$ cat src/rtl/bru_pkg.sv
// Shared types and constants for the branch resolve unit.
// Top-level optional feature macro: BRU_STATS_EN.
package bru_pkg;
  localparam int BRU_IDX_W = 10;
  localparam int BRU_PC_W  = 32;
  localparam int PC_INCR   = 4;

  // Entry layout for the default configuration (PC_W=32, IDX_W=10).
  typedef struct packed {
    logic [BRU_PC_W-1:0]  pc;
    logic [BRU_IDX_W-1:0] idx;
    logic                 pred_taken;
    logic [BRU_PC_W-1:0]  pred_target;
  } bru_entry_t;

  typedef enum logic {
    RUN   = 1'b0,
    FLUSH = 1'b1
  } bru_state_e;
endpackage

$ cat src/rtl/bru_fifo.sv
// Circular queue of in-flight branches; pointers carry an extra wrap bit.
module bru_fifo #(
  parameter  int DEPTH = 4,
  parameter  int W     = 8,
  localparam int AW    = $clog2(DEPTH),
  localparam int CW    = AW + 1
) (
  input  logic          clk,
  input  logic          rst_n,
  input  logic          push,
  input  logic          pop,
  input  logic          clear,
  input  logic [W-1:0]  push_data,
  output logic [W-1:0]  head_data,
  output logic [CW-1:0] count,
  output logic          full,
  output logic          empty
);
  logic [W-1:0] mem [DEPTH];
  logic [AW:0]  wr_ptr;
  logic [AW:0]  rd_ptr;

  always_ff @(posedge clk or negedge rst_n) begin
    if (!rst_n) begin
      wr_ptr <= '0;
      rd_ptr <= '0;
    end else if (clear) begin
      wr_ptr <= '0;
      rd_ptr <= '0;
    end else begin
      if (push) wr_ptr <= wr_ptr + (AW+1)'(1);
      if (pop)  rd_ptr <= rd_ptr + (AW+1)'(1);
    end
  end

  always_ff @(posedge clk) begin
    if (push && !clear) mem[wr_ptr[AW-1:0]] <= push_data;
  end

  assign head_data = mem[rd_ptr[AW-1:0]];
  assign count     = wr_ptr - rd_ptr;
  assign full      = (count == CW'(DEPTH));
  assign empty     = (count == '0);
endmodule

$ cat src/rtl/branch_resolve_unit.sv
// Pops predicted branches as EX resolves them, trains the predictor and
// redirects fetch on a mispredict. Optional counters: BRU_STATS_EN.
module branch_resolve_unit
  import bru_pkg::*;
#(
  parameter  int DEPTH = 4,
  parameter  int IDX_W = BRU_IDX_W,
  parameter  int PC_W  = BRU_PC_W,
  localparam int CW    = $clog2(DEPTH) + 1
) (
  input  logic             clk,
  input  logic             rst_n,
  input  logic             push_valid,
  output logic             push_ready,
  input  logic [PC_W-1:0]  push_pc,
  input  logic [IDX_W-1:0] push_idx,
  input  logic             push_pred_taken,
  input  logic [PC_W-1:0]  push_pred_target,
  input  logic             res_valid,
  input  logic             res_taken,
  input  logic [PC_W-1:0]  res_target,
  output logic             upd_valid,
  output logic             upd_taken,
  output logic [PC_W-1:0]  upd_pc,
  output logic [IDX_W-1:0] upd_idx,
  output logic             mispredict,
  output logic [PC_W-1:0]  redirect_pc,
  output logic             flush,
  output logic [CW-1:0]    count,
  output logic             res_err,
`ifdef BRU_STATS_EN
  output logic [31:0]      stat_branches,
  output logic [31:0]      stat_mispredicts,
`endif
  output logic             state_dbg
);
  typedef struct packed {
    logic [PC_W-1:0]  pc;
    logic [IDX_W-1:0] idx;
    logic             pred_taken;
    logic [PC_W-1:0]  pred_target;
  } entry_t;

  bru_state_e state, state_next;
  entry_t     push_entry, head;
  logic       fifo_full, fifo_empty, fifo_clear;
  logic       push_fire, pop_fire, mis_now;

  // Handshake: a push transfers on a cycle where push_valid && push_ready;
  // a resolve is consumed only in RUN with a non-empty queue.
  assign push_entry = '{pc: push_pc, idx: push_idx,
                        pred_taken: push_pred_taken, pred_target: push_pred_target};
  assign push_fire  = push_valid && push_ready;
  assign pop_fire   = res_valid && !fifo_empty && (state == RUN);
  assign mis_now    = (head.pred_taken != res_taken) ||
                      (res_taken && (head.pred_target != res_target));

  bru_fifo #(.DEPTH(DEPTH), .W($bits(entry_t))) u_fifo (
    .clk       (clk),
    .rst_n     (rst_n),
    .push      (push_fire),
    .pop       (pop_fire),
    .clear     (fifo_clear),
    .push_data (push_entry),
    .head_data (head),
    .count     (count),
    .full      (fifo_full),
    .empty     (fifo_empty)
  );

  always_ff @(posedge clk or negedge rst_n) begin
    if (!rst_n) state <= RUN;
    else        state <= state_next;
  end

  always_comb begin
    state_next = state;
    case (state)
      RUN:     if (pop_fire && mis_now) state_next = FLUSH;
      FLUSH:   state_next = RUN;
      default: state_next = RUN;
    endcase
  end

  // The FLUSH cycle coincides with the registered mispredict pulse.
  always_comb begin
    push_ready = (state == RUN) && !fifo_full;
    flush      = (state == FLUSH);
    fifo_clear = (state == FLUSH);
  end

  assign state_dbg = state;

  always_ff @(posedge clk or negedge rst_n) begin
    if (!rst_n) begin
      upd_valid   <= 1'b0;
      upd_taken   <= 1'b0;
      upd_pc      <= '0;
      upd_idx     <= '0;
      mispredict  <= 1'b0;
      redirect_pc <= '0;
      res_err     <= 1'b0;
    end else begin
      upd_valid  <= pop_fire;
      mispredict <= pop_fire && mis_now;
      if (pop_fire) begin
        upd_taken <= res_taken;
        upd_pc    <= head.pc;
        upd_idx   <= head.idx;
      end
      if (pop_fire && mis_now)
        redirect_pc <= res_taken ? res_target : head.pc + PC_W'(PC_INCR);
      if (res_valid && fifo_empty && (state == RUN)) res_err <= 1'b1;
    end
  end

`ifdef BRU_STATS_EN
  always_ff @(posedge clk or negedge rst_n) begin
    if (!rst_n) begin
      stat_branches    <= '0;
      stat_mispredicts <= '0;
    end else begin
      if (upd_valid && (stat_branches != 32'hFFFF_FFFF))
        stat_branches <= stat_branches + 32'd1;
      if (mispredict && (stat_mispredicts != 32'hFFFF_FFFF))
        stat_mispredicts <= stat_mispredicts + 32'd1;
    end
  end
`endif
endmodule

$ cat config.mk
export PLATFORM = sky130hd
export DESIGN_NAME = branch_resolve_unit
export DESIGN_NICKNAME = d
export VERILOG_FILES = /design/src/rtl/bru_pkg.sv /design/src/rtl/bru_fifo.sv /design/src/rtl/branch_resolve_unit.sv
export SDC_FILE = /design/constraint.sdc
export NUM_CORES = 1
export LEC_CHECK = 0
export ABC_AREA = 1
export CORE_UTILIZATION = 40
export DETAILED_ROUTE_END_ITERATION = 10
export PLACE_DENSITY = 0.66
export SETUP_SLACK_MARGIN = 0.5
export SYNTH_ARGS = -nofsm -noshare
export SYNTH_HDL_FRONTEND = slang
export SYNTH_HIERARCHICAL = 1
export SYNTH_SLANG_ARGS = --single-unit
$ cat constraint.sdc
create_clock -name clk -period 14.9 [get_ports clk]
set_input_delay 2.98 -clock clk [delete_from_list [all_inputs] [get_ports clk]]
set_output_delay 2.98 -clock clk [all_outputs]
set_load 0.02 [all_outputs]
# --- After elaboration in Yosys (flattened, before gate mapping) ---
# Memory sizes are Yosys's and may differ from the RTL's.
# Index checks and enable logic that the tools add are counted.
op_classes:
  n_addsub: 4
  n_eq_ne: 3
  n_mux: 9
  bitwise_logic: 1
  n_reduce_logical: 16
ops:
  columns: ["operator", "count"]
  rows:
  - ["$add 32x3->32 const B", 1]
  - ["$mux 32", 1]
  - ["$ne 32x32->1", 1]
  - ["$mux 3", 4]
  - ["$logic_and 1x1->1", 9]
  - ["$add 3x1->3 const B", 2]
  - ["$reduce_bool 2->1", 2]
  - ["$eq 3x3->1 const B", 1]
  - ["$logic_not 1->1", 3]
  - ["$logic_not 3->1", 1]
  - ["$mux 1", 3]
  - ["$sub 3x3->3", 1]
  - ["$pmux 1 s2", 1]
  - ["$logic_or 1x1->1", 1]
  - ["$ne 1x1->1", 1]
  - ["$not 1->1", 1]
word_totals:
  register_bits: 85
  ramBits: 300
  inputBits: 112
  elab_cells: 44
  mem_count: 1
mem_list:
  columns: ["name", "depth", "word_bits", "rd", "rd_clocked_by_memory_dff", "wr", "line", "rtl"]
  rows:
  - ["u_fifo.mem", 4, 75, 1, 0, 1, "bru_fifo.sv:19", "logic [W-1:0] mem [DEPTH];"]

# --- Logic depth before layout (Yosys ltp) ---
depth:
  depth_word: 8
  mapped_depth: 18
  ltp_nobuf: 16

# --- Hierarchy ---
# Netlist, hierarchy kept.
modules_own_cells:
  columns: ["mod", "n_inst", "cells_each", "area_per_inst_um2"]
  rows:
  - ["bru_fifo", 1, 937, 12180.4]
  - ["branch_resolve_unit", 1, 745, 4839.6]

# --- Least setup slack after synthesis ---
# No wires, ideal clock.
synth_path:
  path_kind: "input port to flip-flop"
  start: "input port push_valid"
  end: "memory u_fifo/mem[0][0] (netlist name), enable pin"
  setup_ns: 0.509
  t_arrival_ns: 6.598
  required_time_ns: 14.391
  slack_ns: 7.793
  stages: 3
  cell_sequence: "nor3b_1 > nand2_1 > nor2_1"
synth_between:
  elab_chain_len: 4
synth_lines:
  columns: ["item", "line", "rtl"]
  rows:
  - ["start, declared", "branch_resolve_unit.sv:13", "input logic push_valid,"]
  - ["$logic_and 1x1->1", "branch_resolve_unit.sv:53", "assign push_fire = push_valid && push_ready;"]
  - ["$logic_and 1x1->1", "bru_fifo.sv:37", "if (push && !clear) mem[wr_ptr[AW-1:0]] <= push_data;"]
  - ["$mux 1", "bru_fifo.sv:37", null]
  - ["$mux 1 (not written as such)", "bru_fifo.sv:37", null]
  - ["end, declared", "bru_fifo.sv:19", null]
# No other way between the ends.

# --- Worst setup path in the final report ---
layout_path:
  start: "register u_fifo.rd_ptr[0]"
  end: "output port push_ready"
layout_between:
  elab_chain_len: 4
layout_lines:
  columns: ["item", "line", "rtl"]
  rows:
  - ["start, declared", "bru_fifo.sv:21", "logic [AW:0] rd_ptr;"]
  - ["start signal, assigned", "bru_fifo.sv:32", "if (pop) rd_ptr <= rd_ptr + (AW+1)'(1);"]
  - ["$sub 3x3->3", "bru_fifo.sv:41", "assign count = wr_ptr - rd_ptr;"]
  - ["$eq 3x3->1", "bru_fifo.sv:42", "assign full = (count == CW'(DEPTH));"]
  - ["named net fifo_full", "branch_resolve_unit.sv:46", "logic fifo_full, fifo_empty, fifo_clear;"]
  - ["$logic_not 1->1", "branch_resolve_unit.sv:87", "push_ready = (state == RUN) && !fifo_full;"]
  - ["$logic_and 1x1->1", "branch_resolve_unit.sv:87", null]
  - ["end, declared", "branch_resolve_unit.sv:14", "output logic push_ready,"]
# The timed path passes the listed nets, and every way through them passes these cells.

==> metrics.txt <==
status=completed; vias per cell=approximately 4.9; GRT Util Overall=between 10% and 20%; fin worst setup slack=slightly below 9 ns; Critical Path Source Type=register; DRC Markers=0; post-synthesis cell area=17000 sq um; initial core utilization=between 40% and 50%; critical path class=register to primary output; register area share after synthesis=65.4%; post-layout min period=a little over 6 ns; CTS buffer count=42; Vias=roughly 12k; initial antenna violation count=5; Post-DP HPWL=~29000 microns; GR Overflow Total=0; vias in the first global route=around 11k; pre-CTS setup slack=roughly 8.9 ns; postcts setup bufs=0; drt total wl=between 40000 and 50000 microns; clk slew on worst S/H paths=around 0.060 ns; CTS tree=yes; Rows=75; # IOs=around 200; Post-CTS Hold Fix Bufs=0; largest net degree at the start of global routing=between 100 and 150; slew margin rel.=about a quarter; sw frac=38.8%; post-route cell area=20700 sq um; syn avg cell area=10.1 sq um; worst min-delay path category=register to register; Syn. warnings=6; CTS H-tree depth=2; Slew Limit Fails=0; post-route insts no fill=2434; Fin. Hold Viols=0; clock power share=between 20% and 30%; ANT nets after route=0; crit path capture type=primary output; Max clock buf depth=3; cts repair resizes=0; RSZ-0062 raised after global routing=no; DR WL/cell=between 15 and 20 microns; CP Data Arrival Time=between 3 and 4 ns; power per cell area=approximately 200 nW/um^2; post-synth top area cell=edfxtp_1; Comb pwr share=between 30% and 40%; Final Setup Violations=0; final clock skew=~0.017 ns; Synth Register Bits=around 390; Net Count, Synth=between 1.5k and 2k; 1st-pass router iterations=5; latest clock arrival within the worst-skew pair=0.54 ns; CP required=11.92 ns; internal power=0.00258 W; CTS Root Cell=clkbuf_16; DRT iter0 DRCs=approximately 900; worst vdd ir=approximately 0.11 mV; Net Sw Power=0.00164 W; Die H=between 200 and 250 microns; top-area cell type share of the netlist area=between 50% and 60%; share of cells above drive strength 1=under 10%; routability cong.=0.869; Cells after DPL=between 2k and 2.5k; library cells used by synthesis=32; first-pass GRT wire length=approximately 65000 microns; Leak=approximately 8.6 nW; I/O Buffers=approximately 200; setup TNS=0 ns; Tcrit/Tclk final=around two fifths; Crit Path Max Fanout=90; Die Area=43400 sq um; Syn-to-layout area delta=21.8%; clk sinks=about 390; nets=between 1.5k and 2k; total core area=around 42000 sq um; cell count after synthesis=between 1.5k and 2k; placed cell area=19400 sq um; Max-cap violations=0; Max Clock Freq=roughly 0.16 GHz; Horiz. Die Dim=~210 microns; Worst-Margin Slew=between 1 and 1.5 ns; part of the power in registers=between 30% and 40%; top area cells in the synthesized netlist=edfxtp_1 53%, dfrtp_1 12%, nand2_1 11%
## sequential cells by signal (all words and copies together), names as in the netlist
signal / flops
redirect_pc: 32
upd_pc: 32
upd_valid: 1
flush: 1
mispredict: 1
u_fifo/mem: 300
res_err: 1
u_fifo/wr_ptr: 3
upd_idx: 10
upd_taken: 1
u_fifo/rd_ptr: 3
## critical path, stage by stage (launching register included)
cell and delay (ns):
dfrtp_4 0.80, ha_1 0.35, fa_1 0.41, inv_1 0.09
nand2_1 0.06, nand2_1 0.07, nand2_1 0.05, nand2_1 0.05
nor2_1 0.04, nor2_1 0.08, clkdlybuf4s50_1 0.61
## cell usage in the layout (no fill, tap or decap), types with 2 or more instances in the layout
cell	Yosys	layout
nor2_1	65	61
nand4_1	2	2
clkinv_2	0	6
clkdlybuf4s50_1	0	194
nand3_1	64	64
o211ai_1	75	75
clkbuf_8	0	5
ha_1	7	7
nand3b_1	2	2
inv_2	2	2
bufinv_16	0	2
o21ai_1	30	30
clkbuf_16	0	45
clkbuf_1	12	10
dfrtp_4	0	2
buf_4	11	16
clkinv_1	0	6
o21ai_0	95	95
edfxtp_1	300	300
nor2_4	2	6
a21oi_1	79	79
nand2_2	2	2
xnor2_1	10	10
xor2_1	7	7
dfrtp_1	85	83
diode_2	0	2
a31oi_1	2	2
nand2_1	520	520
inv_1	249	249
## routing by layer
metal	part of all wire (%)	GRT usage (%)	routed length (microns)
met1	43	26.2	18400
met2	46	31.9	19900
met3	7.9	5.39	3390
met4	2.8	6.62	1180
met5	0.086	0	37
## cells by family after synthesis
kind of cell	synth area share, %
AO/OA/AOI/OAI	9.42
XOR/XNOR	0.875
adder cells (fa/ha/maj)	0.632
buffers and inverters	8.07
flip-flops	65.4
AND/OR/NAND/NOR	15.6
## cell usage after synthesis, drive strengths merged
cell type    n
o21bai       1
nand4        2
nand2      523
xor2         7
inv        252
xnor2       10
nor3b        1
a31oi        2
buf         63
dfrtp       85
nor2        69
ha           7
o21ai      125
fa           1
edfxtp     300
clkbuf      12
nor3         1
nand3b       2
a21oi       79
nand3       65
o211ai      75
## stage by stage
stage	util (%)	total power, W	hold slack [ns]
after CTS	49.4	0.00425	0.474
after global placement	46.2	0.00320	0.454
after floorplan	-	0.00263	0.492
after global routing	49.4	0.00450	0.495
after detailed placement	46.2	0.00323	0.458
final	49.4	0.00422	0.467
## path summary, 6_finish.rpt
check | end | slack [ns] | startpoint | depth (start not counted)
min in group asynchronous | upd_pc[29]$_DFFE_PN0P_ | 2.28 | rst_n | 1
max in group asynchronous | u_fifo/rd_ptr[0]$_DFFE_PN0P_ | 11.32 | rst_n | 2
hold / removal | redirect_pc[3]$_DFFE_PN0P_ | 0.47 | redirect_pc[3]$_DFFE_PN0P_ | 2
hold reg to reg | redirect_pc[3]$_DFFE_PN0P_ | 0.47 | redirect_pc[3]$_DFFE_PN0P_ | 2
setup reg to reg | redirect_pc[2]$_DFFE_PN0P_ | 10.40 | u_fifo/rd_ptr[0]$_DFFE_PN0P_ | 15
setup / recovery | push_ready | 8.77 | u_fifo/rd_ptr[0]$_DFFE_PN0P_ | 10
## final cells by class
cell class                      instances  area (sq um)
Tap cell                              539           674
Inverter                              252           948
Clock inverter                         16           129
Sequential cell                       385         11100
Antenna cell                            2          5.00
Multi-Input combinational cell        970          4540
Fill cell                            3687         21200
Timing Repair Buffer                  210          2060
Clock buffer                           60          1230
## power by group through the flow
stage,Combinational [W],Clock [W],Sequential [W]
floorplan,0.000977,0,0.00165
global placement,0.00161,0,0.00159
detailed placement,0.00164,0,0.00159
CTS,0.00165,0.00103,0.00158
global route,0.00182,0.00108,0.00160
finish,0.00163,0.00101,0.00157
Power figures use the tool's default switching activity.
